**config.mk**
```make
export PLATFORM = sky130hd
export DESIGN_NAME = inst_fetch_stage
export DESIGN_NICKNAME = d
export VERILOG_FILES = /design/src/rtl/inst_fetch_stage.sv
export SDC_FILE = /design/constraint.sdc
export NUM_CORES = 1
export LEC_CHECK = 0
export ABC_AREA = 1
export BUFFER_PORTS_ARGS = -buffer_cell sky130_fd_sc_hd__clkbuf_2
export CAP_MARGIN = 20
export CORE_MARGIN = 2
export CORE_UTILIZATION = 45
export CTS_CLUSTER_DIAMETER = 200
export DETAILED_ROUTE_END_ITERATION = 10
export PLACE_DENSITY = 0.69
export SLEW_MARGIN = 10
export SYNTH_ARGS = -nofsm -noshare
export SYNTH_HDL_FRONTEND = slang
export SYNTH_SLANG_ARGS = --single-unit
```
**constraint.sdc**
```tcl
create_clock -name CLK -period 1.4 [get_ports CLK]
set_input_delay 0.07 -clock CLK [delete_from_list [all_inputs] [get_ports CLK]]
set_output_delay 0.07 -clock CLK [all_outputs]
set_load 0.02 [all_outputs]
```
**src/rtl/inst_fetch_stage.sv**
```systemverilog
// ============================================================================
// Module   : inst_fetch_stage
// Purpose  : Instruction-fetch stage of the 16-bit pipelined CPU. Owns the
//            PC, runs a req/ack handshake with instruction memory, holds the
//            fetched word while decode stalls and drives IR/NPC_OUT to decode.
//            Taken branches from EXE/MEM redirect the PC and flush IR.
// Options  : `define INST_FETCH_COUNT_EN to add the FETCH_CNT issue counter.
// Revision : 1.0 - initial release
// ============================================================================
`default_nettype none

module inst_fetch_stage #(
  parameter logic [15:0] RESET_PC = 16'h0000,
  parameter logic [15:0] PC_INC   = 16'd1,
  parameter logic [31:0] NOP_IR   = 32'h0000_0000
) (
  input  logic        CLK,
  input  logic        RST,
  input  logic        STALL,
  input  logic        BR_TAKEN,
  input  logic [15:0] BR_TARGET,
  output logic        IMEM_REQ,
  output logic [15:0] IMEM_ADDR,
  input  logic        IMEM_ACK,
  input  logic [31:0] IMEM_DATA,
  output logic [31:0] IR,
  output logic [15:0] NPC_OUT,
  output logic        IR_VALID,
  output logic [2:0]  ESTADO
`ifdef INST_FETCH_COUNT_EN
  ,
  output logic [15:0] FETCH_CNT
`endif
);

  // FSM encodings; 5..7 are unused and recover to S_RESET
  localparam logic [2:0] S_RESET = 3'd0;
  localparam logic [2:0] S_REQ   = 3'd1;
  localparam logic [2:0] S_WAIT  = 3'd2;
  localparam logic [2:0] S_ISSUE = 3'd3;
  localparam logic [2:0] S_HOLD  = 3'd4;

  logic [2:0]  state;
  logic [15:0] pc;
  logic [31:0] buffer;
  logic [15:0] pc_next_seq;
  logic        in_fetch;
  logic        in_issue;
  logic        flush;
  logic        issue;

  // Decode the current state into the qualifiers shared by the registers
  always_comb begin
    pc_next_seq = pc + PC_INC;
    in_fetch    = (state == S_REQ) || (state == S_WAIT);
    in_issue    = (state == S_ISSUE) || (state == S_HOLD);
    // A branch only acts in a live (non-reset, legal) state and beats everything else
    flush       = BR_TAKEN && (in_fetch || in_issue);
    issue       = in_issue && !STALL && !BR_TAKEN;
  end

  assign IMEM_REQ  = in_fetch;
  assign IMEM_ADDR = pc;
  assign ESTADO    = state;

  // State machine, PC and the fetch buffer
  always_ff @(posedge CLK) begin
    if (RST) begin
      state  <= S_RESET;
      pc     <= RESET_PC;
      buffer <= NOP_IR;
    end else if (flush) begin
      // Redirect; any word acknowledged this cycle is dropped
      state  <= S_REQ;
      pc     <= BR_TARGET;
      buffer <= NOP_IR;
    end else begin
      case (state)
        S_RESET: state <= S_REQ;
        S_REQ, S_WAIT: begin
          if (IMEM_ACK) begin
            buffer <= IMEM_DATA;
            state  <= S_ISSUE;
          end else begin
            state  <= S_WAIT;
          end
        end
        S_ISSUE, S_HOLD: begin
          if (issue) begin
            pc    <= pc_next_seq;
            state <= S_REQ;
          end else begin
            state <= S_HOLD;
          end
        end
        default: state <= S_RESET;
      endcase
    end
  end

  // IF/ID pipeline register: IR/NPC_OUT load on issue, IR clears on flush
  always_ff @(posedge CLK) begin
    if (RST) begin
      IR       <= NOP_IR;
      NPC_OUT  <= RESET_PC;
      IR_VALID <= 1'b0;
    end else begin
      IR_VALID <= 1'b0;
      if (flush) begin
        IR <= NOP_IR;
      end else if (issue) begin
        IR       <= buffer;
        NPC_OUT  <= pc_next_seq;
        IR_VALID <= 1'b1;
      end
    end
  end

`ifdef INST_FETCH_COUNT_EN
  logic [15:0] fetch_cnt;

  // Saturating count of issued instructions; flushes never issue
  always_ff @(posedge CLK) begin
    if (RST) begin
      fetch_cnt <= 16'h0000;
    end else if (issue && (fetch_cnt != 16'hFFFF)) begin
      fetch_cnt <= fetch_cnt + 16'd1;
    end
  end

  assign FETCH_CNT = fetch_cnt;
`endif

endmodule

`default_nettype wire

```
==> impl_metrics.json <==
{
  "period_share_pct": 104.0,
  "crit_path_cell_trace": "o21ai_4, buf_6, nand4_4, buf_12, clkinv_8, clkbuf_16, o21ai_1, a21oi_1",
  "power.switching_uw": 2382,
  "cap_viol_max_count": 0,
  "power_frac_clock_pct": 26.0,
  "max_stage_delay_ns": 0.38,
  "grt_use_total_pct": 22.24,
  "netlist-cell-type-count": 32,
  "post-dp-hpwl_um": 7475,
  "grt_max_degree": 34,
  "synth_area_leaders": "dfxtp_1, nand2_1, a21oi_1",
  "p_sw_share_pct": 33.11,
  "drc": 0,
  "clock-root-buffer": "clkbuf_8",
  "wl_per_cell_um": 15.37,
  "clock_sinks": 100,
  "synth_cells": 536,
  "drtPass1Iterations": 6,
  "fin_nets": 778,
  "violations": "negative hold slack, negative setup slack",
  "layout_setup_ws_ns": -0.05646,
  "hold_viol": 2,
  "ir_drop_mv": 0.6426,
  "ys_seq_elements": 100,
  "power.density_nw_per_um2": 1135,
  "synth_top_cell_by_area": "dfxtp_1",
  "dieArea_um2": 9757,
  "synth-xor-area-share_pct": 0.4333,
  "clk_latency_ns": 0.36,
  "skew_ns": 0.01182,
  "status": "complete, but fails checks",
  "io_pins": 122,
  "route.antenna.remaining_nets": 0,
  "criticalPathCategory": "flip-flop to flip-flop",
  "worst_pin_slew_ns": 0.3061,
  "cts.clk_slew.worst_paths_ns": 0.10,
  "fmax_mhz": 686.6,
  "hold_path.class": "input port to flip-flop",
  "die_x_um": 98.78,
  "numCtsBuffers": 9,
  "area_growth_pct": 56.73,
  "synth_top_area_share_pct": 49.52,
  "initial_core_util_pct": 46.36,
  "fin_tns_setup_ns": -1.085,
  "diodes": 0,
  "start_kind": "flip-flop",
  "synth_compound_area_share_pct": 16.06,
  "dp.cells": 766,
  "synth-seq-area-share_pct": 49.52,
  "p_seq_share_pct": 45.1,
  "place_area_um2": 4916,
  "rsz0062_at_grt": "true",
  "stdcell_count": 836,
  "gp_congestion": 0.8258,
  "slowest_stage": "dfxtp_4",
  "die_h_um": 98.78,
  "vias": 4427,
  "fin_area_um2": 6336,
  "drt_iter0_drc": 236,
  "synth.net_count": 590,
  "grt_pass1_wl_um": 17890,
  "critPathMaxFanout": 8,
  "syn_avg_cell_area_um2": 7.542,
  "crit_arrival_ns": 1.74,
  "synth_simple_gate_area_share_pct": 25.16,
  "io_buffer_count": 121,
  "pre_cts_ws_ns": -0.1159,
  "crit_required_ns": 1.69,
  "r2r_cells": 8,
  "setup_viol": 58,
  "first_global_vias": 3952,
  "period_minus_slack_ns": 1.456,
  "drv_slew": 0,
  "cts.htree.levels": 3,
  "max-clock-path-buffers": 2,
  "antenna_found_initial": 0,
  "drive_above_1_share_pct": 42.31,
  "cts_tree": "done",
  "grt_overflow": 0,
  "viasPerCell": 5.295,
  "utilization_pct": 72.65,
  "hold_depth": 3,
  "whs_ns": -0.01392,
  "coreArea_um2": 8721,
  "synth_top_family_by_area": "simple AND/OR/NAND/NOR gates",
  "yosys_warnings": 0,
  "synth_mux_area_share_pct": 0,
  "row_count": 34,
  "slew_headroom_pct": 79.46,
  "leakage_uw": 0.002687,
  "p_int_uw": 4811,
  "end_kind": "flip-flop",
  "power_frac_comb_pct": 28.9,
  "synth_adder_area_share_pct": 0.3095,
  "finalWirelength_um": 12850,
  "synthesis.area_um2": 4043
}
==> area by class of cell <==
class                   instances  area, um2
fillers                       629       2385
multi-input cells             361       2188
flip-flops and latches        100       2023
repair buffers                200       1550
inverters                      49      217.7
clock buffers                  10      137.6
well taps                     108      135.1
clock inverters                 5      60.06
repair inverters                3      23.77
==> power groups by stage <==
stage / logic [uW] / clock network, uW / registers, uW
global route: 2240 / 1990 / 3270
detailed placement: 1420 / 0 / 3290
floorplan: 795 / 0 / 3410
finish: 2080 / 1870 / 3250
global placement: 1390 / 0 / 3280
CTS: 1560 / 1890 / 3220
==> layout by cell type (no fill, tap or decap), types with 5 or more instances in the layout <==
master / netlist / final
a211oi_2: 0 / 13
a21oi_1: 71 / 38
a21oi_2: 0 / 29
buf_12: 0 / 7
buf_4: 8 / 20
buf_6: 2 / 11
clkbuf_16: 0 / 7
clkbuf_2: 0 / 120
clkbuf_8: 0 / 10
dfxtp_1: 100 / 89
dfxtp_2: 0 / 8
dlygate4sd3_1: 0 / 33
inv_1: 45 / 42
nand2_1: 139 / 127
nand2_2: 5 / 10
nand2_4: 0 / 5
nand3_1: 27 / 16
nand3_2: 1 / 8
nand3_4: 1 / 6
nand4_1: 6 / 6
nor2_1: 51 / 41
nor2_2: 1 / 8
o21ai_0: 17 / 5
o21ai_1: 10 / 11
o21ai_2: 0 / 11
==> flip-flops by register name, indices dropped and copies added (netlist names) <==
| signal | count |
|---|---|
| buffer | 32 |
| IR_VALID | 1 |
| IR | 32 |
| IMEM_ADDR | 16 |
| ESTADO | 3 |
| NPC_OUT | 16 |
==> path summary, 6_finish.rpt <==
kind,startpoint,to,slack [ns]
hold reg to reg,buffer[29]$_SDFFE_PP0P_,IR[29]$_SDFFE_PP0N_,0.46
setup / recovery,ESTADO[1]$_SDFF_PP0_,IR[13]$_SDFFE_PP0N_,-0.06
hold / removal,BR_TARGET[2],IMEM_ADDR[2]$_SDFFE_PP0P_,-0.01
setup reg to reg,ESTADO[1]$_SDFF_PP0_,IR[13]$_SDFFE_PP0N_,-0.06
==> cell usage after synthesis <==
cell,count
nand3b_1,1
a31oi_1,1
inv_2,2
buf_4,8
nor2_2,1
buf_6,2
nand4_4,1
nand4_1,6
ha_1,1
inv_1,45
o21ai_4,1
nor2_1,51
nor2_4,1
nand3_4,1
nand2_2,5
dfxtp_1,100
nand2_1,139
clkbuf_1,7
nand3_2,1
clkinv_2,1
or2_2,1
a211oi_1,15
o21ai_0,17
xnor2_1,2
o21ai_1,10
a21oi_1,71
nand3_1,27
nor3_1,4
clkinv_1,1
a41oi_1,1
buf_2,10
o21bai_1,2
==> kinds of logic (layout without fill, tap and decap cells) <==
kind of cell	count (synthesis)	count (layout)
buffers and inverters	76	267
xor gates and xnor gates	2	2
AOI/OAI and AO/OA	118	118
and+or+nand+nor	239	240
DFF	100	100
adders and majority gates	1	1
==> through the flow <==
stage	total power, uW	hold WS [ns]
2_1_floorplan	4202	0.1350
3_3_place_gp	4670	0.3039
3_5_place_dp	4708	0.3088
4_1_cts	6671	0.0008150
5_1_grt	7499	0.02274
6_report	7193	-0.01392
==> what timing repair did <==
item                                   CTS  global route
resized for setup                       13           144
gates cloned                             1            12
hold buffers                            33             0
endpoints found under the hold margin   33             0
setup endpoints to repair               56            92
pin swaps                                0            25
buffers inserted                         4             5
==> critical path, delay by kind of cell (launching register included) <==
| kind | cells | cell delay, ns |
|---|---|---|
| AND/OR/NAND/NOR | 1 | 0.09 |
| buffers and inverters | 4 | 0.52 |
| AO/OA/AOI/OAI | 3 | 0.39 |
| flip-flops | 1 | 0.38 |
==> layer usage <==
metal  track usage (%)  part of all wire (%)  vias up
met5                 0                     0        -
met4             6.955                   2.5        0
met3             4.894                   7.2       27
met2             38.93                    51      193
met1             27.22                    39     2094
li1                  -                     -     2113
No activity file was read; power rests on OpenSTA's default activity.
